[src/rtl/mult_u_iter_resid_if.sv]
// Operand/result bus for the iterative residue-checked multiplier.
// Handshake rules: a transfer happens on a rising edge where valid and ready
// are both high. The producer keeps valid and its payload stable until that
// edge. The consumer may change ready at any time. On the input side the
// block raises in_ready only while it is idle. On the output side it holds
// p/err/retried stable for as long as out_valid is high.
`timescale 1ns/1ps
interface mult_u_iter_resid_if #(
    parameter int WIDTH = 4
);
    logic                 in_valid;
    logic                 in_ready;
    logic [WIDTH-1:0]     a;
    logic [WIDTH-1:0]     b;
    logic                 out_valid;
    logic                 out_ready;
    logic [2*WIDTH-1:0]   p;
    logic                 err;
    logic                 retried;
    logic                 flt_en;
    logic [2*WIDTH-1:0]   flt_mask;

    modport master (
        output in_valid, a, b, out_ready, flt_en, flt_mask,
        input  in_ready, out_valid, p, err, retried
    );

    modport slave (
        input  in_valid, a, b, out_ready, flt_en, flt_mask,
        output in_ready, out_valid, p, err, retried
    );
endinterface

[src/rtl/mult_u_iter_resid.sv]
// Unsigned WIDTH x WIDTH radix-2 shift-add multiplier. Every product is
// checked with a mod-3 residue. A mismatch triggers up to RETRY_MAX full
// recomputes before the result is flagged with err. Any single-bit flip in the
// product is detected. Error patterns whose net value change is a multiple of
// 3 pass through undetected.
`timescale 1ns/1ps
module mult_u_iter_resid #(
    parameter int WIDTH     = 4,
    parameter int RETRY_MAX = 1
) (
    input  logic                  clk,
    input  logic                  rst,
    mult_u_iter_resid_if.slave    bus,
    output logic [1:0]            dbg_state
);
    localparam int PW = 2 * WIDTH;
    localparam int CW = $clog2(WIDTH + 1);

    typedef enum logic [1:0] {
        IDLE  = 2'd0,
        CALC  = 2'd1,
        CHECK = 2'd2,
        DONE  = 2'd3
    } state_t;

    state_t            state_q, state_d;
    logic [WIDTH-1:0]  a_q, a_d, b_q, b_d;
    logic [WIDTH-1:0]  b_sh_q, b_sh_d;
    logic [PW-1:0]     a_sh_q, a_sh_d;
    logic [PW-1:0]     acc_q, acc_d;
    logic [PW-1:0]     acc_step;
    logic [CW-1:0]     cnt_q, cnt_d;
    logic [1:0]        rcnt_q, rcnt_d;
    logic [1:0]        ra_q, ra_d, rb_q, rb_d;
    logic [1:0]        res_acc, res_exp;
    logic              err_q, err_d;
    logic              retried_q, retried_d;

    // Residues of the finished accumulator and of the captured operands.
    always_comb begin
        res_acc  = 2'(acc_q % PW'(3));
        res_exp  = 2'((4'(ra_q) * 4'(rb_q)) % 4'd3);
        acc_step = b_sh_q[0] ? (acc_q + a_sh_q) : acc_q;
    end

    // State register and datapath flops. Reset abandons any operation in flight.
    always_ff @(posedge clk) begin
        if (rst) begin
            state_q   <= IDLE;
            a_q       <= '0;
            b_q       <= '0;
            a_sh_q    <= '0;
            b_sh_q    <= '0;
            acc_q     <= '0;
            cnt_q     <= '0;
            rcnt_q    <= '0;
            ra_q      <= '0;
            rb_q      <= '0;
            err_q     <= 1'b0;
            retried_q <= 1'b0;
        end else begin
            state_q   <= state_d;
            a_q       <= a_d;
            b_q       <= b_d;
            a_sh_q    <= a_sh_d;
            b_sh_q    <= b_sh_d;
            acc_q     <= acc_d;
            cnt_q     <= cnt_d;
            rcnt_q    <= rcnt_d;
            ra_q      <= ra_d;
            rb_q      <= rb_d;
            err_q     <= err_d;
            retried_q <= retried_d;
        end
    end

    // Next-state and datapath control: accept, iterate, check/retry, present.
    always_comb begin
        state_d   = state_q;
        a_d       = a_q;
        b_d       = b_q;
        a_sh_d    = a_sh_q;
        b_sh_d    = b_sh_q;
        acc_d     = acc_q;
        cnt_d     = cnt_q;
        rcnt_d    = rcnt_q;
        ra_d      = ra_q;
        rb_d      = rb_q;
        err_d     = err_q;
        retried_d = retried_q;
        case (state_q)
            IDLE: begin
                if (bus.in_valid) begin
                    a_d       = bus.a;
                    b_d       = bus.b;
                    a_sh_d    = {{WIDTH{1'b0}}, bus.a};
                    b_sh_d    = bus.b;
                    acc_d     = '0;
                    cnt_d     = '0;
                    rcnt_d    = '0;
                    ra_d      = 2'(bus.a % WIDTH'(3));
                    rb_d      = 2'(bus.b % WIDTH'(3));
                    err_d     = 1'b0;
                    retried_d = 1'b0;
                    state_d   = CALC;
                end
            end
            CALC: begin
                acc_d  = acc_step;
                a_sh_d = a_sh_q << 1;
                b_sh_d = b_sh_q >> 1;
                cnt_d  = cnt_q + CW'(1);
                if (cnt_q == CW'(WIDTH - 1)) begin
                    state_d = CHECK;
                    // Fault injection only lands on the final accumulator write.
                    if (bus.flt_en) begin
                        acc_d = acc_step ^ bus.flt_mask;
                    end
                end
            end
            CHECK: begin
                if (res_acc == res_exp) begin
                    err_d   = 1'b0;
                    state_d = DONE;
                end else if (rcnt_q != 2'(RETRY_MAX)) begin
                    rcnt_d    = rcnt_q + 2'd1;
                    retried_d = 1'b1;
                    a_sh_d    = {{WIDTH{1'b0}}, a_q};
                    b_sh_d    = b_q;
                    acc_d     = '0;
                    cnt_d     = '0;
                    state_d   = CALC;
                end else begin
                    // Out of retries: present the faulty product as-is.
                    err_d   = 1'b1;
                    state_d = DONE;
                end
            end
            DONE: begin
                if (bus.out_ready) begin
                    state_d = IDLE;
                end
            end
            default: state_d = IDLE;
        endcase
    end

    // Result fields are forced to zero outside DONE, so no partial value is ever shown.
    always_comb begin
        bus.in_ready  = (state_q == IDLE) && !rst;
        bus.out_valid = (state_q == DONE);
        bus.p         = (state_q == DONE) ? acc_q : '0;
        bus.err       = (state_q == DONE) && err_q;
        bus.retried   = (state_q == DONE) && retried_q;
        dbg_state     = state_q;
    end
endmodule

[src/flat_wrapper.sv]
// flat-port wrapper written by rule: the top's interface ports become plain ports
module mult_u_iter_resid_flat 
#(
    parameter int WIDTH     = 4,
    parameter int RETRY_MAX = 1
)
  (clk, rst, dbg_state, bus_in_valid, bus_a, bus_b, bus_out_ready, bus_flt_en, bus_flt_mask, bus_in_ready, bus_out_valid, bus_p, bus_err, bus_retried);
  mult_u_iter_resid_if #(.WIDTH(WIDTH)) bus_i ();
  input  logic clk;
  input  logic rst;
  output logic [1:0] dbg_state;
  input wire logic [$bits(bus_i.in_valid)-1:0] bus_in_valid;
  input wire logic [$bits(bus_i.a)-1:0] bus_a;
  input wire logic [$bits(bus_i.b)-1:0] bus_b;
  input wire logic [$bits(bus_i.out_ready)-1:0] bus_out_ready;
  input wire logic [$bits(bus_i.flt_en)-1:0] bus_flt_en;
  input wire logic [$bits(bus_i.flt_mask)-1:0] bus_flt_mask;
  output wire logic [$bits(bus_i.in_ready)-1:0] bus_in_ready;
  output wire logic [$bits(bus_i.out_valid)-1:0] bus_out_valid;
  output wire logic [$bits(bus_i.p)-1:0] bus_p;
  output wire logic [$bits(bus_i.err)-1:0] bus_err;
  output wire logic [$bits(bus_i.retried)-1:0] bus_retried;
  assign bus_i.in_valid = bus_in_valid;
  assign bus_i.a = bus_a;
  assign bus_i.b = bus_b;
  assign bus_i.out_ready = bus_out_ready;
  assign bus_i.flt_en = bus_flt_en;
  assign bus_i.flt_mask = bus_flt_mask;
  assign bus_in_ready = bus_i.in_ready;
  assign bus_out_valid = bus_i.out_valid;
  assign bus_p = bus_i.p;
  assign bus_err = bus_i.err;
  assign bus_retried = bus_i.retried;
  mult_u_iter_resid #(.WIDTH(WIDTH), .RETRY_MAX(RETRY_MAX)) u_core (.clk(clk), .rst(rst), .bus(bus_i), .dbg_state(dbg_state));
endmodule
[config.mk]
export PLATFORM = sky130hd
export DESIGN_NAME = mult_u_iter_resid_flat
export DESIGN_NICKNAME = d
export VERILOG_FILES = /design/src/rtl/mult_u_iter_resid_if.sv /design/src/rtl/mult_u_iter_resid.sv /design/src/flat_wrapper.sv
export SDC_FILE = /design/constraint.sdc
export NUM_CORES = 1
export LEC_CHECK = 0
export ABC_CLOCK_PERIOD_IN_PS = 4590
export CAP_MARGIN = 40
export CELL_PAD_IN_SITES_DETAIL_PLACEMENT = 0
export CELL_PAD_IN_SITES_GLOBAL_PLACEMENT = 1
export CORE_ASPECT_RATIO = 2
export CORE_MARGIN = 3
export CORE_UTILIZATION = 43
export CTS_CLUSTER_SIZE = 24
export DETAILED_ROUTE_END_ITERATION = 10
export PLACE_DENSITY = 0.88
export SYNTH_ARGS = -nofsm -noshare
export SYNTH_HDL_FRONTEND = slang
export SYNTH_SLANG_ARGS = --single-unit
[constraint.sdc]
create_clock -name clk -period 4.59 [get_ports clk]
set_clock_uncertainty 0.15 [all_clocks]
set_input_delay 0.6885 -clock clk [delete_from_list [all_inputs] [get_ports clk]]
set_output_delay 0.6885 -clock clk [all_outputs]
set_load 0.02 [all_outputs]
Word level (Yosys, flattened, before mapping)
Index checks and enable logic that the tools add are counted.

word-level totals
  flip-flop bits (word level) = 41
  bits of input ports = 21
  output and inout port bits = 14
  logic and storage cells = 82

operators by class
  add/subtract/negate cells = 3
  multipliers = 1
  divide/modulo/power cells = 4
  eq/ne operators = 12
  muxes and demuxes = 37
  bitwise logic cells = 1
  reduce and logical (&&, ||, !) cells = 12

operator list
  cell                                                                     count
  8-bit two-way mux                                                        10
  8-bit one-hot mux with 3 select lines                                    2
  2-bit two-way mux                                                        8
  4-bit by 2-bit remainder unit with 4-bit output, second input constant   3
  4-bit two-way mux                                                        3
  4-bit one-hot mux with 3 select lines                                    1
  3-bit two-way mux                                                        3
  3-bit one-hot mux with 3 select lines                                    1
  8-bit adder                                                              1
  8-bit by 2-bit remainder unit with 8-bit output, second input constant   1
  2-bit one-hot mux with 4 select lines                                    1
  4-bit AND reduction                                                      2
  8-bit bitwise XOR                                                        1
  2-bit by 1-bit inequality test with 1-bit output, second input constant  3
  2-bit inequality test, second input constant                             3
  3-bit AND reduction                                                      2
  1-bit two-way mux                                                        5
  2-bit == test, second input constant                                     2
  2-bit by 2-bit multiplier with 4-bit output                              1
  1-bit one-hot mux with 2 select lines                                    2
  2-bit one-hot mux with 2 select lines                                    1
  3-bit by 1-bit adder with 3-bit output, second input constant            1
  3-bit by 2-bit == test with 1-bit output, second input constant          1
  1-bit logical AND                                                        3
  other kinds (9)                                                          9

Longest topological paths before layout
Gate-level depths: netlist of the first run.

  depth after elaboration = 6
  depth in mapped cells = 19
  mapped depth without buffers = 16

Worst setup path before layout of the first run
Ideal clock, no wire load.

  kind = reg2reg
  start point = register u_core.acc_q[5]
  end point = register u_core.cnt_q[1]
  library setup time = 132 ps
  arrival = 3,620 ps
  data required time = 4,308 ps
  slack = 688 ps
  cell stages (with the launch flop) = 20
  cells stage by stage = dfxtp_1 -> buf_2 -> and4bb_2 -> o21ai_0 -> a22oi_1 -> or3_1 -> ha_1 -> inv_1 -> a41o_1 -> o31ai_4 -> ha_1 -> xor2_1 -> nor3_1 -> a31oi_1 -> or3_1 -> o311a_1 -> buf_6 -> buf_2 -> o2111ai_1 -> a21oi_1

on the way
  cells in the longest elaborated chain, start to end = 4

RTL lines
  what                                             line                      text
  start, declared                                  mult_u_iter_resid.sv:30   logic [PW-1:0] acc_q, acc_d;
  start signal, assigned                           mult_u_iter_resid.sv:54   acc_q <= '0;
  start signal, assigned                           mult_u_iter_resid.sv:67   acc_q <= acc_d;
  8-bit by 2-bit remainder unit with 8-bit output  mult_u_iter_resid.sv:41   res_acc = 2'(acc_q % PW'(3));
  2-bit == test                                    mult_u_iter_resid.sv:122  if (res_acc == res_exp) begin
  2-bit inequality test (no source line)           --
  4-bit AND reduction (no source line)             --
  end signal, assigned                             mult_u_iter_resid.sv:68   cnt_q <= cnt_d;
  end, declared                                    mult_u_iter_resid.sv:32   logic [CW-1:0] cnt_q, cnt_d;

Every way passes these cells.
A chain may end at the register's enable or synchronous reset.

Worst setup path after layout of the first run
  start point = register u_core.acc_q[6]
  end point = register u_core.acc_q[7]

on the way
  cells in the longest elaborated chain, start to end = 6
  elaborated cells on any way between the ends = 10

RTL lines
  what
  parallel branches: the longest is 6 deep, another holds 8-bit by 2-bit remainder unit with 8-bit output

Several ways; the timed one is not identified.

==> impl_metrics.tcl, run 1 <==
set metrics [dict create \
    vdd_drop_max_mv 0.270 \
    fillers 749 \
    gr-usage-all-layers_pct 20.5 \
    number_of_global_route_vias_before_repair 3026 \
    placedInstanceArea_sq_mm 0.00372 \
    crit_required_ns 4.59 \
    synth_edf_count 0 \
    floorplan.initialDensity_pct 45.0 \
    crit_path_end_kind "register" \
    cts-hold-fix-buffers 0 \
    global_route_wire_length_before_repair_mm 13.9 \
    ffs_latches_synth 41 \
    mappedNetlistNets 482 \
    fmax_ghz 0.233 \
    postLayoutCellArea_sq_mm 0.00390 \
    cts_tree "done" \
    die-height_um 131 \
    drt-vias-per-instance 5.83 \
    drt_first_pass_iters 5 \
    synth_area_sq_mm 0.00334 \
    top_reg_cell_synth "dfxtp_1" \
    synth_top_area_cell "dfxtp_1" \
    slew-limit-headroom_pct 50.1 \
    setup_viol 0 \
    flow.area_growth_from_synthesis_pct 16.6 \
    drtIter0Drc 133 \
    antenna-diode-count 0 \
    numPortBuffers 34 \
    async_flop_share_pct 0 \
    cellLeakagePower_nw 1.46 \
    crit_type "register to register" \
    routabilityCongestion 0.817 \
    drc 0 \
    layout-drive-gt1-share_pct 5.54 \
    synth_area_per_cell_sq_um 7.72 \
    cts_repair_resize_count 0 \
    ys_top_cells_by_area "dfxtp_1 25%, ha_1 9.7%, a21oi_1 8.8%, nand3_1 4.3%, nand2_1 4.3%" \
    clk-insertion-delay-late_ns 0.29 \
    power_frac_seq_pct 31.8 \
    finalHoldWorstSlack_ns 0.306 \
    grt_max_degree 47 \
    net-switching-power_uw 668 \
    outcome "completed" \
    share_of_the_yosys_chip_area_belonging_to_registers_pct 24.5 \
    num_vias 3163 \
    tritoncts_num_sinks 41 \
    power.share.clock_pct 24.9 \
    most_used_cells_in_the_layout_excluding_fill_and_tap_cells "59 x a21oi_1, 38 x nand2_1, 38 x dfxtp_1, 34 x clkdlybuf4s50_1, 29 x nand3_1" \
    floorplan.rows 44 \
    power.switching_fraction_pct 41.3 \
    critical_path.max_fanout 8 \
    critPathLaunchType "register" \
    number_of_buffers_on_the_longest_clock_path 2 \
    clock-root-buffer "clkbuf_16" \
    h-tree-depth 2 \
    num-nets-final 499 \
    finalWorstSetupSlack_ns 0.290 \
    postRouteAntennaNets 0 \
    setup_repair_after_global_routing_missed_its_margin "false" \
    post-cts-setup-buffer-count 0 \
    drt-total-wl_mm 8.56 \
    fin_tns_setup_ns 0 \
    power-per-cell-area_mw_per_mm2 414 \
    p_int_uw 949 \
    die_width_um 68.4 \
    holdCritPathClass "register to register" \
    timing_worst_slew_pin_value_ns 0.749 \
    clk_pin_slew_ns 0.06 \
    final_hold_vio_count 0 \
    placeableCoreArea_sq_mm 0.00743 \
    number_of_antenna_violations_at_the_first_check_in_global_routing 0 \
    overflow 0 \
    hpwl_mm 6.39 \
    synthesis.instances 433 \
    io_pins 35 \
    mostFrequentLayoutCell "a21oi_1" \
    power.share.combinational_pct 43.4 \
    synth_cell_type_count 57 \
    yosysWarningCount 0 \
    tcrit_tclk_final_pct 93.7 \
    synthDominantCellAreaShare_pct 24.5 \
    maxCapViolations 0 \
    wl_per_cell_um 15.8 \
    report.final.slew_viol_count 0 \
    floorplan_die_area_sq_mm 0.00894 \
    cp_data_arrival_time_ns 4.30 \
    dpl_worst_slack_ns 0.0844 \
    finalWorstPathRequiredPeriod_ns 4.30 \
    cts-buffers-inserted 5 \
]
[per-stage QoR]
| step | total power [mW] | instances | util, % |
|---|---|---|---|
| 2_1_floorplan | 1.01 | 433 | - |
| 3_3_place_gp | 1.21 | 535 | 50.1 |
| 3_5_place_dp | 1.22 | 535 | 50.1 |
| 4_1_cts | 1.63 | 543 | 52.3 |
| 5_1_grt | 1.73 | 543 | 52.5 |
| 6_report | 1.62 | 543 | 52.5 |
[per-layer routing]
layer  GRT usage, %  part of all wire [%]  routed length [um]
met1           20.8                    39                3310
met2           38.4                    55                4710
met3           2.91                   2.6                 226
met4           10.8                   3.7                 314
met5              0                     0                   0
[cells by family (layout without fill, tap and decap cells)]
| kind of cell | after synthesis | count (layout) | share of synthesized area [%] |
|---|---|---|---|
| AND/OR/NAND/NOR | 139 | 139 | 21.8 |
| AO/OA/AOI/OAI | 135 | 135 | 26.2 |
| buffers and inverters | 56 | 74 | 7.26 |
| flip-flops | 41 | 41 | 24.5 |
| adder cells (fa/ha/maj) | 28 | 28 | 10.9 |
| XOR/XNOR | 24 | 24 | 6.29 |
| multiplexers | 10 | 10 | 2.99 |
[cells in the mapped netlist, types with 4 or more instances]
cell / count
clkbuf_1: 18
a211oi_1: 5
nand3_1: 29
xor2_1: 9
nor3_1: 7
nor2_1: 19
nand2_1: 38
inv_1: 24
a21o_1: 6
xnor2_1: 15
a21oi_1: 59
o21ai_0: 15
o211ai_1: 7
and2_1: 12
o2111ai_1: 8
nor3b_1: 4
dfxtp_1: 41
mux2i_1: 10
a22oi_1: 7
ha_1: 26
buf_2: 8
nand2b_1: 8
[power groups by stage]
stage                     clock (mW)  combinational (mW)  sequential, mW
after floorplan                    0               0.531           0.482
final                          0.402               0.701           0.513
after global routing           0.425               0.784           0.523
after detailed placement           0               0.699           0.519
after global placement             0               0.693           0.517
after CTS                      0.415               0.703           0.513
[sequential cells by signal, indices dropped and copies added (netlist names), 3 cells and up]
| register | flops |
|---|---|
| u_core.acc_q | 8 |
| u_core.a_q | 4 |
| u_core.a_sh_q | 8 |
| u_core.cnt_q | 3 |
| u_core.b_q | 4 |
| u_core.b_sh_q | 4 |
[worst max-delay path, cell delays in order, from the launching register on]
cell and delay (ns):
dfxtp_1 0.50, and4b_1 0.28, mux2i_1 0.19, a22oi_1 0.13, or3_1 0.44, ha_1 0.25, inv_1 0.10, nand2_1 0.09
o31ai_4 0.23, ha_1 0.30, xor2_1 0.17, nor3_1 0.14, a31oi_1 0.08, or3_1 0.35, o311a_1 0.23, o21ai_1 0.41
o41ai_2 0.14
[final cells by class]
type	count	area (sq um)	area share [%]
clock inverter	3	43.8	1.12
sequential	41	825	21.1
clock buffer	5	125	3.21
tap	92	115	2.95
timing repair buffer	42	413	10.6
multi-input combinational	336	2290	58.7
inverter	24	90.1	2.31
[final timing paths]
check | startpoint | to | slack, ns | cells after the start
setup / recovery | u_core.acc_q[6] | u_core.acc_q[7] | 0.29 | 16
hold / removal | u_core.b_q[3] | u_core.b_q[3] | 0.31 | 2
setup reg to reg | u_core.acc_q[6] | u_core.acc_q[7] | 0.29 | 16
hold reg to reg | u_core.b_q[3] | u_core.b_q[3] | 0.31 | 2
(Power assumes the default switching activity.)
==> run 2, diff against run 1 <==
CORE_ASPECT_RATIO = 0.5   (was 2)
==> impl_metrics.tcl, run 2 (synthesis gave the netlist of run 1 again) <==
set metrics [dict create \
    outcome "completed" \
    clk-insertion-delay-late_ns 0.28 \
    number_of_buffers_on_the_longest_clock_path 2 \
    clock-root-buffer "clkbuf_16" \
    die_width_um 131 \
    holdCritPathClass "register to register" \
    groute.layer.met2.usage_pct 29.9 \
    num_vias 3113 \
    routabilityCongestion 0.840 \
    tcrit_tclk_final_pct 94.1 \
    fmax_ghz 0.231 \
    crit_type "register to register" \
    cts_tree "done" \
    placedInstanceArea_sq_mm 0.00373 \
    finalWorstPathRequiredPeriod_ns 4.32 \
    p_int_uw 891 \
    power.switching_fraction_pct 43.1 \
    cts-hold-fix-buffers 0 \
    wl_per_cell_um 15.0 \
    flow.area_growth_from_synthesis_pct 15.9 \
    timing.critical_path.cells "and4bb_2 -> o21ai_0 -> a22oi_1 -> or3_1 -> ha_1 -> inv_1 -> nand2_1 -> o31ai_4 -> ha_1 -> xor2_1 -> nor3_1 -> a31oi_1 -> or3_1 -> o311a_1 -> buf_4 -> or3_1 -> a21oi_1" \
    multiInputGateArea_sq_mm 0.00228 \
    setup_repair_after_global_routing_missed_its_margin "false" \
    crit_top_cell "or3_1" \
    floorplan.rows 22 \
    grt_max_degree 48 \
    drt-vias-per-instance 5.67 \
    tritoncts_num_sinks 41 \
    maxCapViolations 0 \
    num-nets-final 501 \
    report.final.slew_viol_count 0 \
    drt-total-wl_mm 8.22 \
    drtIter0Drc 264 \
    antenna-diode-count 0 \
    grtUsageMet1_pct 28.6 \
    final-instance-count-excl-fill 549 \
    floorplan_die_area_sq_mm 0.00894 \
    numPortBuffers 34 \
    overflow 0 \
    setup.worst_path.end "u_core.dbg_state[1]" \
    power-per-cell-area_mw_per_mm2 404 \
    combined_flip_flop_and_latch_cell_area_sq_um 823 \
    slew-limit-headroom_pct 48.5 \
    setup_viol 0 \
    cp_slowest_stage_delay_ns 0.60 \
    cp_data_arrival_time_ns 4.38 \
    hpwl_mm 5.86 \
    h-tree-depth 2 \
    grt_busiest_layer "met2" \
    most_used_cells_in_the_layout_excluding_fill_and_tap_cells "59 x a21oi_1, 39 x dfxtp_1, 38 x nand2_1, 34 x clkdlybuf4s50_1, 29 x nand3_1" \
    global_route_wire_length_before_repair_mm 13.7 \
    power.share.clock_pct 21.9 \
    io_pins 35 \
    reg2reg_from "u_core.acc_q[4]" \
    power_mw 1.57 \
    number_of_antenna_violations_at_the_first_check_in_global_routing 0 \
    setup.reg_to_reg.worst_slack_ns 0.27 \
    net-switching-power_uw 674 \
    floorplan.initialDensity_pct 45.0 \
    biggestRegsByFlops "u_core.a_sh_q x8, u_core.acc_q x8" \
    postLayoutCellArea_sq_mm 0.00388 \
    critical-path-slowest-cell "dfxtp_1" \
    cellLeakagePower_nw 1.44 \
    critPathLaunchType "register" \
    number_of_global_route_vias_before_repair 2752 \
    vdd_drop_max_mv 0.186 \
    timing_worst_slew_pin_value_ns 0.773 \
    die-height_um 68.4 \
    power.share.combinational_pct 45.7 \
    clk_pin_slew_ns 0.06 \
    cp_num_cells 17 \
    power_frac_seq_pct 32.4 \
    drt_first_pass_iters 4 \
    place_inst 541 \
    critical_path.max_fanout 15 \
    gr-usage-all-layers_pct 19.2 \
    finalHoldWorstSlack_ns 0.309 \
    drc 0 \
    final_hold_vio_count 0 \
    crit_path_end_kind "register" \
    r2r-end "u_core.dbg_state[1]" \
    postRouteAntennaNets 0 \
    fillers 728 \
    post-cts-setup-buffer-count 0 \
    crit_required_ns 4.65 \
    r2r.worst_path.cells 17 \
    mostFrequentLayoutCell "a21oi_1" \
    fin_tns_setup_ns 0 \
    layout-drive-gt1-share_pct 5.74 \
    cts_repair_resize_count 0 \
    placeableCoreArea_sq_mm 0.00743 \
    met3_layer_usage_reported_by_global_route_pct 3.27 \
    timing.critical_path.from "u_core.acc_q[4]" \
    timing.critical_path.max_delay_family "simple AND/OR/NAND/NOR gates" \
    cts-buffers-inserted 5 \
    critPathBufInv 2 \
]
[run 2: area by class of cell]
class | instances | share of cell area, %
timing repair buffer | 44 | 10.7
inverter | 24 | 2.32
tap | 96 | 3.10
clock buffer | 5 | 3.23
multi-input combinational | 336 | 58.9
clock inverter | 3 | 0.452
sequential | 41 | 21.2
[run 2: worst min-delay path by stage]
stage | startpoint | endpoint | slack (ns) | cells past startpoint
final | u_core.a_q[3] | u_core.a_q[3] | 0.31 | 2
after global routing | u_core.a_q[3] | u_core.a_q[3] | 0.33 | 2
after CTS | u_core.a_q[3] | u_core.a_q[3] | 0.31 | 2
after detailed placement | u_core.a_q[3] | u_core.a_q[3] | 0.30 | 2
after global placement | u_core.b_sh_q[3] | u_core.b_sh_q[3] | 0.29 | 2
after floorplan | u_core.b_sh_q[3] | u_core.b_sh_q[3] | 0.28 | 2
[run 2: power by group through the flow]
stage	Sequential (mW)	Clock, mW	Combinational (mW)
finish	0.507	0.342	0.715
global route	0.520	0.366	0.806
CTS	0.507	0.347	0.716
detailed placement	0.515	0	0.706
global placement	0.514	0	0.703
floorplan	0.482	0	0.531
[run 2: routing by layer]
layer	vias up	routed length (um)
met4	0	20
met5	-	0
li1	1599	-
met2	62	3640
met3	2	394
met1	1450	4170
[run 2: per-stage QoR]
step / setup slack [ns] / utilization, %
finish: 0.270 / 52.2
global route: 0.0151 / 52.2
CTS: 0.292 / 52.1
detailed placement: 0.310 / 50.2
global placement: 0.401 / 50.2
floorplan: 0.688 / -
[run 2: worst reg2reg max path, delay by kind of cell, from the launching register on]
kind	cells	cell delay, ns
XOR/XNOR	1	0.17
flip-flops	1	0.60
AND/OR/NAND/NOR	6	1.63
buffers and inverters	2	0.29
AO/OA/AOI/OAI	6	0.87
adder cells (fa/ha/maj)	2	0.54
